### src/rtl/seg7_scan_display.sv
// Time-multiplexed 7-segment driver for NUM_DIGITS common-anode hex digits.
// The displayed value is double-buffered and only changes on frame boundaries.
module seg7_scan_display #(
   parameter int NUM_DIGITS = 4,
   parameter int CLK_DIV    = 50000
) (
   input  logic                    clk,
   input  logic                    reset,
   input  logic [4*NUM_DIGITS-1:0] value,
   input  logic                    load,
   input  logic [NUM_DIGITS-1:0]   dp_mask,
   input  logic                    blank_lz,
   input  logic                    enable,
   output logic [6:0]              seg,
   output logic                    dp,
   output logic [NUM_DIGITS-1:0]   an,
   output logic                    frame_done
);

   localparam int PW = $clog2(CLK_DIV);
   localparam int IW = (NUM_DIGITS > 1) ? $clog2(NUM_DIGITS) : 1;
   localparam logic [PW-1:0] P_TERM = PW'(CLK_DIV - 1);
   localparam logic [IW-1:0] I_LAST = IW'(NUM_DIGITS - 1);

   logic [PW-1:0]           r_pcnt;
   logic [IW-1:0]           r_idx;
   logic [4*NUM_DIGITS-1:0] r_act_val, r_pen_val;
   logic [NUM_DIGITS-1:0]   r_act_dp, r_pen_dp;
   logic                    r_act_blz, r_pen_blz, r_pend_v;
   logic [6:0]              r_seg;
   logic                    r_dp, r_fd;
   logic [NUM_DIGITS-1:0]   r_an;

   logic                    w_pterm, w_bound, w_blank, w_dpbit;
   logic [4*NUM_DIGITS-1:0] w_shift;
   logic [3:0]              w_nib;
   logic [NUM_DIGITS-1:0]   w_anode;

   function automatic logic [6:0] f_hex7(input logic [3:0] n);
      case (n)
         4'h0: f_hex7 = 7'b0000001;
         4'h1: f_hex7 = 7'b1001111;
         4'h2: f_hex7 = 7'b0010010;
         4'h3: f_hex7 = 7'b0000110;
         4'h4: f_hex7 = 7'b1001100;
         4'h5: f_hex7 = 7'b0100100;
         4'h6: f_hex7 = 7'b0100000;
         4'h7: f_hex7 = 7'b0001111;
         4'h8: f_hex7 = 7'b0000000;
         4'h9: f_hex7 = 7'b0000100;
         4'hA: f_hex7 = 7'b0001000;
         4'hB: f_hex7 = 7'b1100000;
         4'hC: f_hex7 = 7'b0110001;
         4'hD: f_hex7 = 7'b1000010;
         4'hE: f_hex7 = 7'b0110000;
         default: f_hex7 = 7'b0111000;
      endcase
   endfunction

   assign w_pterm = (r_pcnt == P_TERM);
   assign w_bound = w_pterm && (r_idx == I_LAST);

   // Shifting the current digit down to bit 0 also tells us whether it and
   // everything above it are zero, which is the leading-zero condition.
   assign w_shift = r_act_val >> {r_idx, 2'b00};
   assign w_nib   = w_shift[3:0];
   assign w_blank = r_act_blz && (r_idx != '0) && (w_shift == '0);
   assign w_dpbit = r_act_dp[r_idx];
   assign w_anode = ~(NUM_DIGITS'(1) << r_idx);

   always_ff @(posedge clk or posedge reset) begin
      if (reset) begin
         r_pcnt <= '0;
         r_idx  <= '0;
      end else if (w_pterm) begin
         r_pcnt <= '0;
         r_idx  <= (r_idx == I_LAST) ? '0 : r_idx + 1'b1;
      end else begin
         r_pcnt <= r_pcnt + 1'b1;
      end
   end

   // A load landing on the boundary bypasses the pending buffer entirely.
   always_ff @(posedge clk or posedge reset) begin
      if (reset) begin
         r_act_val <= '0;
         r_act_dp  <= '0;
         r_act_blz <= 1'b0;
         r_pen_val <= '0;
         r_pen_dp  <= '0;
         r_pen_blz <= 1'b0;
         r_pend_v  <= 1'b0;
      end else if (w_bound && load) begin
         r_act_val <= value;
         r_act_dp  <= dp_mask;
         r_act_blz <= blank_lz;
         r_pend_v  <= 1'b0;
      end else if (w_bound && r_pend_v) begin
         r_act_val <= r_pen_val;
         r_act_dp  <= r_pen_dp;
         r_act_blz <= r_pen_blz;
         r_pend_v  <= 1'b0;
      end else if (load) begin
         r_pen_val <= value;
         r_pen_dp  <= dp_mask;
         r_pen_blz <= blank_lz;
         r_pend_v  <= 1'b1;
      end
   end

   // Anodes stay off in the first cycle of every slot to hide segment changes.
   always_ff @(posedge clk or posedge reset) begin
      if (reset) begin
         r_seg <= 7'b1111111;
         r_dp  <= 1'b1;
         r_an  <= '1;
         r_fd  <= 1'b0;
      end else begin
         r_fd <= w_bound;
         if (!enable) begin
            r_seg <= 7'b1111111;
            r_dp  <= 1'b1;
            r_an  <= '1;
         end else begin
            r_seg <= w_blank ? 7'b1111111 : f_hex7(w_nib);
            r_dp  <= ~w_dpbit;
            r_an  <= ((r_pcnt == '0) || (w_blank && !w_dpbit)) ? '1 : w_anode;
         end
      end
   end

   assign seg        = r_seg;
   assign dp         = r_dp;
   assign an         = r_an;
   assign frame_done = r_fd;

endmodule
### config.mk
export PLATFORM = sky130hd
export DESIGN_NAME = seg7_scan_display
export DESIGN_NICKNAME = d
export VERILOG_FILES = /design/src/rtl/seg7_scan_display.sv
export SDC_FILE = /design/constraint.sdc
export NUM_CORES = 1
export LEC_CHECK = 0
export CORE_MARGIN = 4
export CORE_UTILIZATION = 56
export DETAILED_ROUTE_END_ITERATION = 12
export PLACE_DENSITY = 0.79
export SLEW_MARGIN = 20
export SYNTH_ARGS = -nofsm -noshare
export SYNTH_HDL_FRONTEND = slang
export SYNTH_SLANG_ARGS = --single-unit
### constraint.sdc
create_clock -name clk -period 3 [get_ports clk]
set_clock_uncertainty 0.05 [all_clocks]
set_input_delay 0.75 -clock clk [delete_from_list [all_inputs] [get_ports clk]]
set_output_delay 0.75 -clock clk [all_outputs]
set_load 0.02 [all_outputs]
# After elaboration in Yosys (flattened, before gate mapping)
# Memories as Yosys holds them, arrays and structs flattened.
# Cells that the tools add are included.
[totals]
regBits = 74
romBits = 112
input_bits = 25
n_memories = 1
[memory_table]
columns = ["name", "words", "word_bits", "read_ports", "rd_clocked_by_memory_dff", "wr", "line", "text"]
rows = [
  ["(no name shown)", 16, 7, 1, 0, 0, "40", "case (n)"],
]
[op_classes]
add_sub_neg = 2
magnitude_cmp = 1
eq_ne = 2
n_shift = 2
n_mux = 18
n_bitwise = 4
n_reduce_logical = 14
[op_table]
columns = ["op", "count"]
rows = [
  ["$mux 16", 3],
  ["$logic_not 16->1", 2],
  ["$add 16x1->16 const B", 1],
  ["$eq 16x16->1 const B", 1],
  ["$mux 4", 4],
  ["$shr 16x4->16", 1],
  ["$mux 7", 2],
  ["$mux 1", 7],
  ["$logic_and 1x1->1", 6],
  ["$not 4->4", 1],
  ["$reduce_bool 2->1", 2],
  ["$shl 1x2->4 const A", 1],
  ["$lt 2x3->1 const B", 1],
  ["$not 1->1", 3],
  ["$reduce_and 3->1", 1],
  ["$reduce_bool 3->1", 1],
  ["$add 2x1->2 const B", 1],
  ["$bmux 1 s2", 1],
  ["$eq 2x2->1 const B", 1],
  ["$mux 2", 1],
  ["$logic_not 1->1", 1],
  ["$logic_or 1x1->1", 1],
]

# Depth between registers and ports, before layout
[logic_depth]
ltp_word = 7
ltp_mapped = 9
depth_no_buf = 8

# Worst setup path before layout
# OpenSTA, ideal clock, no wires.
[synth_path]
kind = "reg2reg"
from = "register r_idx[0]"
to = "register r_seg[2] (netlist: seg[2])"
setup_time_ps = 111
arrival_time_ps = 2151
required_ps = 2839
setup_slack_ps = 688
path_stages_with_launch = 10
path_cell_list = "dfrtp_1 -> buf_2 -> mux4_2 -> inv_1 -> ha_1 -> nand2_1 -> a211o_1 -> and2_1 -> clkbuf_1 -> o311ai_0"
[synth_via]
elab_chain_cells = 5
[synth_rtl]
columns = ["item", "line", "text"]
rows = [
  ["start: declaration", "26", "logic [IW-1:0] r_idx;"],
  ["start signal: assignment", "77", "r_idx <= (r_idx == I_LAST) ? '0 : r_idx + 1'b1;"],
  ["branches (longest 3 deep; another with $mem_v2 16x7)", "n/a", ""],
  ["$mux 7 *", "125", "r_seg <= w_blank ? 7'b1111111 : f_hex7(w_nib);"],
  ["$mux 7 *", "120", "if (!enable) begin"],
  ["end signal: assignment", "125", ""],
  ["end: declaration", "30", "logic [6:0] r_seg;"],
]
# Mark *: on every way between the ends.
# A chain may end at the register's enable or synchronous reset.

# Worst setup path in the final report
# Ends and elaborated chain as after synthesis.

==> results by group <==
Die
  – IO Count: 38
  – Die width: 88.5 µm
  – Die Y: 88.5 µm
  – Initial Util: 0.575
  – Die area: 7830 µm²
  – Cell Rows: 29
  – Core area: 6310 µm²

Pwr
  – Leak: 1.83 nW
  – Pwr Density: 501 nW/µm²
  – Flop pwr share: 0.504
  – Clk network pwr share: 0.404
  – Part of the power in combinational logic: 0.092
  – Switching Share: 0.221
  – Power Internal: 1.68 mW
  – Psw: 0.474 mW
  – Peak VDD IR: 0.316 mV

Logic synthesis
  – Area leader, netlist: dfrtp_1
  – Seq/Total Area, Yosys: 0.514
  – Synth warn: 0
  – Prevailing post-synth register cell: dfrtp_1
  – Top cells by area, synth: dfrtp_1 (43%), dfstp_2 (8.7%), mux2_2 (6.2%), a221o_1 (5.8%), ha_1 (4.1%)
  – Post-synth top cells: dfrtp_1 (62), nand2_1 (22), nor2b_1 (22), a221o_1 (21), mux2_2 (20)
  – Gate Count Post-Synth: 307
  – Synthesized area per cell: 11.8 µm²
  – XOR/XNOR Fraction of Synth Area: 0.0386
  – Synth unique cells: 46
  – Synth Area in Compound Gates: 0.0986
  – Most common cell in the synthesized netlist: dfrtp_1
  – Simple-Gate Fraction of Synth Area: 0.163
  – Largest family of logic cells by synthesized area: simple AND/OR/NAND/NOR gates
  – Async SR Flop Fraction: 1.00
  – #FFs+latches synth: 74
  – Post-synth EDFFs: 0
  – Mux contribution to synthesized area: 0.104
  – Syn_nets: 344
  – Top cell type's share of synthesized area: 0.428
  – Synth Area in Adders: 0.0414
  – Post-synthesis cell area: 3630 µm²

Detailed routing
  – Via count: 2456
  – Final wirelength: 6.90 mm
  – WL/cell: 16.0 µm
  – Top routing layer used: met4
  – DRC errors left: 0
  – DR WL met2: 3.31 mm
  – Initial drt markers: 105
  – Antenna Nets Post-Route: 0
  – WL met1: 3.13 mm
  – Vias/cell: 5.71
  – Detailed route wirelength on metal3: 306 µm
  – TritonRoute pass-1 iters: 4

Place
  – IO buf count: 37
  – Place WS: 441 ps
  – Final HPWL DP: 4.76 mm
  – Gpl congestion: 0.851

STA
  – Period utilization: 0.784
  – Slew HR: 0.590
  – Slew @ Worst Pin: 598 ps
  – Max-slew violations: 0
  – Minimum clock period: 2350 ps
  – Final Hold Fails: 0
  – Final WS setup: 648 ps
  – Fmax: 425 MHz
  – Unrepaired setup endpoints after global routing: no
  – TNS Setup: 0 ps
  – Final setup vio count: 0

GRT
  – Grt ovf: 0
  – First-pass GRT wire length: 11.7 mm
  – Vias in the first global route: 2495
  – Largest net degree at the start of global routing: 75
  – Initial antenna violation count: 0
  – Gr usage total: 0.195

Clocking
  – Sink Count: 74
  – Clk slew on worst S/H paths: 80 ps
  – Setup Buffers After CTS: 0
  – Htree depth: 3
  – Post-cts gate resize count: 0
  – Clock Path Buffers: 2
  – Hold buffer count at cts: 0
  – Clock Latency Late Sink: 340 ps
  – Num CTS Buffers: 9
  – CTS tree: built
  – Root Driver: clkbuf_8

Run
  – Max cap viols: 0

Hold path
  – Hold Path Class: register to register
  – Critical hold path startpoint: r_pen_blz

Setup path
  – CP Launch Type: register
  – Worst flop-to-flop path startpoint: r_idx[0]
  – Worst Setup SP: r_idx[0]
  – Worst Path Arrival: 2530 ps
  – Crit path capture type: register
  – CP Data Required Time: 3180 ps
  – Crit path kind: register to register
  – Max FO, Critical Path: 7

Finish
  – Final Util: 0.680
  – Fin nets: 385
  – Area growth, synth to finish: 18.2%
  – Antenna Cells: 0
  – Layout cells sized above 1: 0.187

Status
  – Status: finished, final reports clean
## cell usage in the layout, fill, tap and decap left out, drive strengths merged, types with 2 or more instances in the layout
cell type	instances
dfrtp	62
clkdlybuf4s50	37
mux2	23
nand2	22
nor2b	22
a221o	21
nor2	18
inv	14
ha	12
dfstp	12
clkbuf	12
nand3	11
o21ai	9
xor2	9
nor4	8
xnor2	7
buf	6
nor3	4
mux4	4
and3	3
a21oi	3
mux2i	3
o211ai	3
nor4b	2
and2	2
nand2b	2
a21o	2
nand4	2
or2	2
bufinv	2
nor3b	2
clkinv	2
## per-stage QoR
stage / total power, mW / area [µm²] / std cells / hold slack (ps)
2_1_floorplan: 1.22 / 3630 / 307 / 411
3_3_place_gp: 1.29 / 4060 / 414 / 424
3_5_place_dp: 1.30 / 4060 / 414 / 434
4_1_cts: 2.17 / 4290 / 430 / 449
5_1_grt: 2.24 / 4290 / 430 / 476
6_report: 2.15 / 4290 / 430 / 446
## critical path: stages (launching register included)
cell and delay (ps):
dfrtp_1 500, mux4_2 610, inv_1 170, ha_1 220, nand2_1 60, a211o_1 290, and2_1 230, o311ai_0 120
## flip-flops by register name, indices dropped and copies added (netlist names)
name and cells:
r_act_val 16, r_pcnt 16, r_pen_val 16, seg 7, an 4, r_act_dp 4, r_pen_dp 4, r_idx 2
dp 1, frame_done 1, r_act_blz 1, r_pen_blz 1, r_pend_v 1
## per-layer routing
layer	vias to the layer above	track usage
met5	-	0
met4	0	0.0879
met3	12	0.0382
met2	62	0.319
met1	1199	0.253
li1	1183	-
## final cells by class
| type | instances | area, µm² |
|---|---|---|
| flip-flops and latches | 74 | 1870 |
| multi-input cells | 206 | 1620 |
| fillers | 481 | 2020 |
| inverters | 14 | 52.6 |
| repair buffers | 43 | 428 |
| well taps | 77 | 96.3 |
| clock buffers | 12 | 155 |
| clock inverters | 4 | 73.8 |
## logic make-up after synthesis
logic type,Yosys count
simple gates,104
flops,74
compound gates,44
mux,30
buf+inv,27
xor+xnor,16
fa+ha+maj,12
## power groups by stage
stage                     Combinational (mW)  Sequential, mW  Clock, mW
after floorplan                        0.111            1.11          0
after global placement                 0.194            1.10          0
after detailed placement               0.200            1.10          0
after CTS                              0.201            1.08      0.885
after global routing                   0.219            1.09      0.926
final                                  0.198            1.08      0.870
## worst paths after layout
| check | to | slack, ps | cells past startpoint |
|---|---|---|---|
| hold / removal | r_act_blz | 450 | 1 |
| setup reg to reg | seg[2] | 650 | 7 |
| max in group asynchronous | seg[5] | 1800 | 3 |
| hold reg to reg | r_act_blz | 450 | 1 |
| setup / recovery | seg[2] | 650 | 7 |
| min in group asynchronous | r_pen_val[11] | 760 | 3 |
No activity file was read; power rests on OpenSTA's default activity.
